### src/rtl/alarm_pkg.sv
// Shared types and constants for the alarm trigger slice: BCD time layout,
// field slice positions and trigger FSM state encoding.
package alarm_pkg;

  localparam int unsigned HHMM_W = 13;

  // Bit positions of the hour, minute and second fields inside a 20-bit BCD time
  localparam int unsigned HH_MSB = 19;
  localparam int unsigned HH_LSB = 14;
  localparam int unsigned MM_MSB = 13;
  localparam int unsigned MM_LSB = 7;
  localparam int unsigned SS_MSB = 6;
  localparam int unsigned SS_LSB = 0;

  localparam logic [5:0] MAX_HOUR_BCD = 6'h23;

  typedef struct packed {
    logic [1:0] hh_t;
    logic [3:0] hh_u;
    logic [2:0] mm_t;
    logic [3:0] mm_u;
    logic [2:0] ss_t;
    logic [3:0] ss_u;
  } bcd_time_t;

  typedef enum logic [1:0] {
    TS_IDLE        = 2'd0,
    TS_RINGING     = 2'd1,
    TS_SNOOZE_CALC = 2'd2,
    TS_SNOOZED     = 2'd3
  } trigger_state_e;

endpackage

### src/rtl/alarm_trigger_if.sv
// Time/button/ring bundle between the timekeeper, alarm setter and alarm_trigger.
interface alarm_trigger_if;
  import alarm_pkg::*;

  logic      tick_1hz;
  bcd_time_t cur_time;
  bcd_time_t alarm_time;
  logic      alarm_en;
  logic      stop_btn;
  logic      snooze_btn;
  logic      ring;
  logic      snoozed;

  modport master (
    output tick_1hz, cur_time, alarm_time, alarm_en, stop_btn, snooze_btn,
    input  ring, snoozed
  );

  modport slave (
    input  tick_1hz, cur_time, alarm_time, alarm_en, stop_btn, snooze_btn,
    output ring, snoozed
  );
endinterface

### src/rtl/alarm_trigger_bcd_min_inc.sv
// Combinational BCD HH:MM plus one minute, wrapping 23:59 -> 00:00.
module bcd_min_inc
  import alarm_pkg::*;
(
  input  logic [HHMM_W-1:0] hhmm,
  output logic [HHMM_W-1:0] hhmm_next_c
);

  localparam int unsigned HR_HI = HH_MSB - MM_LSB;
  localparam int unsigned HR_LO = HH_LSB - MM_LSB;
  localparam int unsigned MN_HI = MM_MSB - MM_LSB;

  logic [5:0] hr;
  logic [5:0] hr_n;
  logic [6:0] mn;
  logic [6:0] mn_n;

  assign hr = hhmm[HR_HI:HR_LO];
  assign mn = hhmm[MN_HI:0];

  // Ripple carry: minute units -> minute tens -> hour
  always_comb begin
    hr_n = hr;
    mn_n = mn;
    if (mn[3:0] != 4'd9) begin
      mn_n[3:0] = 4'(mn[3:0] + 4'd1);
    end else begin
      mn_n[3:0] = 4'd0;
      if (mn[6:4] != 3'd5) begin
        mn_n[6:4] = 3'(mn[6:4] + 3'd1);
      end else begin
        mn_n[6:4] = 3'd0;
        if (hr == MAX_HOUR_BCD) begin
          hr_n = 6'd0;
        end else if (hr[3:0] == 4'd9) begin
          hr_n[3:0] = 4'd0;
          hr_n[5:4] = 2'(hr[5:4] + 2'd1);
        end else begin
          hr_n[3:0] = 4'(hr[3:0] + 4'd1);
        end
      end
    end
  end

  assign hhmm_next_c = {hr_n, mn_n};

endmodule

### src/rtl/alarm_trigger.sv
// Alarm trigger: rings on the rising edge of a time match, handles stop, snooze
// and ring timeout. Define ALARM_BEEP_PATTERN_EN for a 1 s on / 1 s off ring.
module alarm_trigger
  import alarm_pkg::*;
#(
  parameter int unsigned RING_TIMEOUT_S = 60,
  parameter int unsigned SNOOZE_MIN     = 5
) (
  input  logic            clk,
  input  logic            reset,
  alarm_trigger_if.slave  bus
);

  localparam int unsigned CNT_W = 8;

  localparam logic [1:0] S_IDLE        = TS_IDLE;
  localparam logic [1:0] S_RINGING     = TS_RINGING;
  localparam logic [1:0] S_SNOOZE_CALC = TS_SNOOZE_CALC;
  localparam logic [1:0] S_SNOOZED     = TS_SNOOZED;

  logic [1:0]        state_q, state_d;
  logic [CNT_W-1:0]  tmo_q, tmo_d;
  logic [CNT_W-1:0]  snz_cnt_q, snz_cnt_d;
  logic [HHMM_W-1:0] snz_tgt_q, snz_tgt_d;
  logic              prev_match_q;
  logic              ring_q, ring_d;
  logic              snoozed_q, snoozed_d;

  logic [HHMM_W-1:0] cur_hhmm_c;
  logic [HHMM_W-1:0] target_hhmm_c;
  logic [HHMM_W-1:0] snz_tgt_inc_c;
  logic              match_c;
  logic              match_rise_c;
  logic              alarm_ss_unused;

  assign cur_hhmm_c      = bus.cur_time[HH_MSB:MM_LSB];
  assign alarm_ss_unused = ^bus.alarm_time[SS_MSB:SS_LSB];

  // Compare against the snooze target only while a snooze is armed
  assign target_hhmm_c = (state_q == S_SNOOZED) ? snz_tgt_q
                                                : bus.alarm_time[HH_MSB:MM_LSB];
  assign match_c       = (cur_hhmm_c == target_hhmm_c) &&
                         (bus.cur_time[SS_MSB:SS_LSB] == 7'd0);
  assign match_rise_c  = match_c && !prev_match_q;

  bcd_min_inc u_min_inc (
    .hhmm        (snz_tgt_q),
    .hhmm_next_c (snz_tgt_inc_c)
  );

  // Next-state and registered-output logic
  always_comb begin
    state_d   = state_q;
    tmo_d     = tmo_q;
    snz_cnt_d = snz_cnt_q;
    snz_tgt_d = snz_tgt_q;
    ring_d    = 1'b0;
    snoozed_d = 1'b0;

    case (state_q)
      S_IDLE: begin
        if (match_rise_c) state_d = S_RINGING;
      end
      S_RINGING: begin
        if (bus.stop_btn) begin
          state_d = S_IDLE;
        end else if (bus.snooze_btn) begin
          state_d   = S_SNOOZE_CALC;
          snz_tgt_d = cur_hhmm_c;
          snz_cnt_d = CNT_W'(SNOOZE_MIN);
        end else if (bus.tick_1hz) begin
          if (tmo_q == CNT_W'(RING_TIMEOUT_S - 1)) state_d = S_IDLE;
          else                                     tmo_d   = CNT_W'(tmo_q + 1'b1);
        end
      end
      S_SNOOZE_CALC: begin
        if (bus.stop_btn) begin
          state_d = S_IDLE;
        end else begin
          snz_tgt_d = snz_tgt_inc_c;
          snz_cnt_d = CNT_W'(snz_cnt_q - 1'b1);
          if (snz_cnt_q == CNT_W'(1)) state_d = S_SNOOZED;
        end
      end
      S_SNOOZED: begin
        if (bus.stop_btn)      state_d = S_IDLE;
        else if (match_rise_c) state_d = S_RINGING;
      end
      default: state_d = S_IDLE;
    endcase

    if (!bus.alarm_en) state_d = S_IDLE;

    if ((state_d == S_RINGING) && (state_q != S_RINGING)) tmo_d = '0;

`ifdef ALARM_BEEP_PATTERN_EN
    if (state_d == S_RINGING) begin
      if (state_q != S_RINGING) ring_d = 1'b1;
      else if (bus.tick_1hz)    ring_d = !ring_q;
      else                      ring_d = ring_q;
    end
`else
    ring_d = (state_d == S_RINGING);
`endif

    snoozed_d = (state_d == S_SNOOZE_CALC) || (state_d == S_SNOOZED);
  end

  always_ff @(posedge clk) begin
    if (reset) begin
      state_q      <= S_IDLE;
      tmo_q        <= '0;
      snz_cnt_q    <= '0;
      snz_tgt_q    <= '0;
      prev_match_q <= 1'b0;
      ring_q       <= 1'b0;
      snoozed_q    <= 1'b0;
    end else begin
      state_q      <= state_d;
      tmo_q        <= tmo_d;
      snz_cnt_q    <= snz_cnt_d;
      snz_tgt_q    <= snz_tgt_d;
      prev_match_q <= match_c;
      ring_q       <= ring_d;
      snoozed_q    <= snoozed_d;
    end
  end

  assign bus.ring    = ring_q;
  assign bus.snoozed = snoozed_q;

endmodule
### src/flat_wrapper.sv
// flat-port wrapper written by rule: the top's interface ports become plain ports
module alarm_trigger_flat import alarm_pkg::*;
#(
  parameter int unsigned RING_TIMEOUT_S = 60,
  parameter int unsigned SNOOZE_MIN     = 5
)
  (clk, reset, bus_tick_1hz, bus_cur_time, bus_alarm_time, bus_alarm_en, bus_stop_btn, bus_snooze_btn, bus_ring, bus_snoozed);
  alarm_trigger_if bus_i ();
  input  logic clk;
  input  logic reset;
  input wire logic [$bits(bus_i.tick_1hz)-1:0] bus_tick_1hz;
  input wire logic [$bits(bus_i.cur_time)-1:0] bus_cur_time;
  input wire logic [$bits(bus_i.alarm_time)-1:0] bus_alarm_time;
  input wire logic [$bits(bus_i.alarm_en)-1:0] bus_alarm_en;
  input wire logic [$bits(bus_i.stop_btn)-1:0] bus_stop_btn;
  input wire logic [$bits(bus_i.snooze_btn)-1:0] bus_snooze_btn;
  output wire logic [$bits(bus_i.ring)-1:0] bus_ring;
  output wire logic [$bits(bus_i.snoozed)-1:0] bus_snoozed;
  assign bus_i.tick_1hz = bus_tick_1hz;
  assign bus_i.cur_time = bus_cur_time;
  assign bus_i.alarm_time = bus_alarm_time;
  assign bus_i.alarm_en = bus_alarm_en;
  assign bus_i.stop_btn = bus_stop_btn;
  assign bus_i.snooze_btn = bus_snooze_btn;
  assign bus_ring = bus_i.ring;
  assign bus_snoozed = bus_i.snoozed;
  alarm_trigger #(.RING_TIMEOUT_S(RING_TIMEOUT_S), .SNOOZE_MIN(SNOOZE_MIN)) u_core (.clk(clk), .reset(reset), .bus(bus_i));
endmodule
### config.mk
export PLATFORM = sky130hd
export DESIGN_NAME = alarm_trigger_flat
export DESIGN_NICKNAME = d
export VERILOG_FILES = /design/src/rtl/alarm_pkg.sv /design/src/rtl/alarm_trigger_if.sv /design/src/rtl/alarm_trigger_bcd_min_inc.sv /design/src/rtl/alarm_trigger.sv /design/src/flat_wrapper.sv
export SDC_FILE = /design/constraint.sdc
export NUM_CORES = 1
export LEC_CHECK = 0
export ABC_AREA = 0
export BUFFER_PORTS_ARGS = -buffer_cell sky130_fd_sc_hd__buf_4
export CORE_AREA = 4 4 69 71
export DETAILED_ROUTE_END_ITERATION = 10
export DIE_AREA = 0 0 73 75
export PLACE_DENSITY = 0.82
export SKIP_LAST_GASP = 1
export SLEW_MARGIN = 10
export SYNTH_ARGS = -nofsm -noshare
export SYNTH_HDL_FRONTEND = slang
export SYNTH_HIERARCHICAL = 1
export SYNTH_SLANG_ARGS = --single-unit
### constraint.sdc
create_clock -name clk -period 4.5 [get_ports clk]
set_input_delay 0.9 -clock clk [delete_from_list [all_inputs] [get_ports clk]]
set_output_delay 0.9 -clock clk [all_outputs]
set_load 0.05 [all_outputs]
==> impl_metrics.json <==
{
  "status": "finished clean",
  "p_clk_share_pct": 39.3,
  "power_frac_comb_pct": 11.1,
  "yosysSeqAreaShare_pct": 28.8,
  "dp_slack_ns": 1.49,
  "cts.repair.resized": 0,
  "max_freq_mhz": 357,
  "seqPwrFrac_pct": 49.6,
  "power_switching_w": 0.000146,
  "place.gp.congestion": 0.797,
  "cts_inserted_buffers": 5,
  "antenna_found_initial": 0,
  "wl_per_cell_um": 14.4,
  "drt-total-wl_um": 5380,
  "total_power_w": 0.000607,
  "required_ns": 4.66,
  "setup_tns_ns": 0,
  "skew_ns": 0.00480,
  "rrSetupSlack_ns": 1.70,
  "clk_pin_slew_worst_paths_ns": 0.07,
  "path_delay_family": "compound AO/OA/AOI/OAI gates",
  "die_w_um": 73,
  "worstRegToRegCells": 7,
  "start_kind": "flop",
  "die_area_um2": 5480,
  "criticalPathCategory": "reg2reg",
  "critical_path.slowest_cell": "dfxtp_1",
  "use_met1_pct": 24.6,
  "slew_headroom_pct": 58.1,
  "hpwl_um": 4000,
  "finalCriticalPeriod_ns": 2.80,
  "grtUsageMet2_pct": 37.0,
  "portBuffers": 40,
  "powerDensity_nw_per_um2": 219,
  "core-area_um2": 4230,
  "async_reset_ff_share_pct": 0,
  "die_h_um": 75,
  "dr.first_iter.drc_count": 108,
  "overflow": 0,
  "grt_first_pass_wirelength_um": 9110,
  "worstSetupEndpointType": "flop",
  "synth_warnings": 6,
  "cts_sinks": 34,
  "grt_max_degree": 29,
  "ys_ff_latch": 34,
  "clock_latency_ns": 0.29,
  "ant_nets": 0,
  "yosys-top-cells-area": "dfxtp_1 (29%), mux2i_1 (6.3%), nor2_1 (5.6%)",
  "period_share_pct": 62.3,
  "ir_drop_mv": 0.106,
  "crit_fanout": 18,
  "min_path_type": "reg2reg",
  "intPower_w": 0.000461,
  "fill_cells": 363,
  "worst_pin_slew_ns": 0.628,
  "initial_core_util_pct": 55.9,
  "num_rows": 24,
  "vias": 2185,
  "postSynthAreaPerCell_um2": 8.30,
  "ys_types": 58,
  "rsz0062_at_grt": "false",
  "htreeDepth": 2,
  "slew_violations": 0,
  "final_nets": 373,
  "hold_buffers": 0,
  "drc": 0,
  "path_depth": 7,
  "multi_input_area_um2": 1540,
  "grt_usage_pct": 20.9,
  "layout_setup_ws_ns": 1.70,
  "path_buf_inv": 0,
  "drive_gt1_share_pct": 19.9,
  "gr-usage-met3_pct": 4.14,
  "slowest_delay_ns": 0.71,
  "maxCapViolCount": 0,
  "antenna_cells": 0,
  "synth_flop_cell": "dfxtp_1",
  "crit_chain": "nand2_4 -> mux2_4 -> a2111oi_2 -> nor3b_2 -> a31oi_1 -> o31ai_4 -> nor2_1",
  "first_pass_iters": 4,
  "p_leak_nw": 1.06,
  "setup_viol": 0,
  "clock_path_buffers": 2,
  "via_per_inst": 5.84,
  "yosys.area.top_type": "dfxtp_1",
  "ios": 48,
  "synth_area_um2": 2360,
  "fin_util_pct": 65.4,
  "switching_share_pct": 24.0,
  "grt_pass1_vias": 2121,
  "synth_cells": 285,
  "cts-root-buf": "clkbuf_8",
  "hold_viol_final": 0,
  "cts_tree": "built",
  "cts_setup_buffers": 0,
  "area_delta_synth_final_pct": 17.1,
  "synth.top_cell.area_share_pct": 28.8,
  "synth_edf_count": 0,
  "regArea_um2": 681,
  "busiest_layer": "met2",
  "syn-num-nets": 337,
  "placed_area_um2": 2670,
  "design_area_um2": 2770,
  "min_path_cells": 2,
  "worst_ep_arrival_time_ns": 2.97
}
## routing by layer
layer | vias up | share of wire (%) | wire [µm]
li1 | 1099 | - | -
met1 | 1000 | 42 | 2240
met2 | 73 | 49 | 2640
met3 | 13 | 7.5 | 404
met4 | 0 | 1.9 | 104
met5 | - | 0 | 0
## sequential cells by signal, indices dropped and copies added, names as in the netlist
signal	flops
u_core/tmo_q	8
u_core/bus.ring	1
u_core/snz_tgt_q	13
u_core/snz_cnt_q	8
u_core/state_q	2
u_core/prev_match_q	1
u_core/bus.snoozed	1
## worst reg2reg max path: cells and delay by family (launching register included)
kind / cells / cell delay [ns]
AO/OA/AOI/OAI: 3 / 0.99
AND/OR/NAND/NOR: 3 / 0.61
flip-flops: 1 / 0.71
multiplexers: 1 / 0.36
## path summary, 6_finish.rpt
check	start	endpoint
worst max-delay path	u_core/state_q[1]	u_core/tmo_q[2]
worst min-delay path	u_core/tmo_q[7]	u_core/tmo_q[7]
worst max register to register	u_core/state_q[1]	u_core/tmo_q[2]
worst min register to register	u_core/tmo_q[7]	u_core/tmo_q[7]
## cells in the final DEF, fill, tap and decap left out, drive strengths merged, types with 12 or more instances in the layout
cell	count
dfxtp	34
inv	20
xor2	12
buf	42
mux2i	15
xnor2	15
nor2	35
a211oi	15
## logic make-up (layout without fill, tap and decap cells)
group	Yosys count	after routing	share of synthesized area (%)
and+or+nand+nor	101	101	23.2
DFF	34	34	28.8
buffers and inverters	33	70	6.19
AOI/OAI and AO/OA	65	65	20.3
adders and majority gates	6	6	3.17
muxes	19	19	8.41
xor gates and xnor gates	27	27	10.0
## stage by stage
| step | hold slack [ns] | std cells |
|---|---|---|
| floorplan | 0.479 | 285 |
| global placement | 0.496 | 366 |
| detailed placement | 0.509 | 366 |
| CTS | 0.528 | 374 |
| global route | 0.569 | 374 |
| finish | 0.522 | 374 |
## cell usage after synthesis, types with 5 or more instances
master    count
nor4_1        5
clkbuf_1      7
a31oi_1       6
mux2i_1      15
nor2_1       35
nand3_1      11
ha_1          6
a211oi_1     14
nand2_1      10
a21oi_1      11
xor2_1       12
dfxtp_1      34
nor3_1        6
inv_1        20
o21ai_0      10
xnor2_1      15
nor2b_1       5
## power by group through the flow
stage	clock network (W)	registers, W	logic (W)
5_1_grt	0.000255	0.000300	0.0000737
6_report	0.000239	0.000301	0.0000672
3_5_place_dp	0	0.000308	0.0000675
2_1_floorplan	0	0.000308	0.0000285
3_3_place_gp	0	0.000308	0.0000662
4_1_cts	0.000246	0.000301	0.0000676
## layout make-up
| class | count | share of cell area [%] |
|---|---|---|
| Clock buffer | 6 | 2.98 |
| Clock inverter | 2 | 0.452 |
| Sequential cell | 34 | 24.6 |
| Timing Repair Buffer | 42 | 11.4 |
| Inverter | 20 | 2.71 |
| Tap cell | 52 | 2.35 |
| Multi-Input combinational cell | 218 | 55.5 |
No activity file was read; power rests on OpenSTA's default activity.
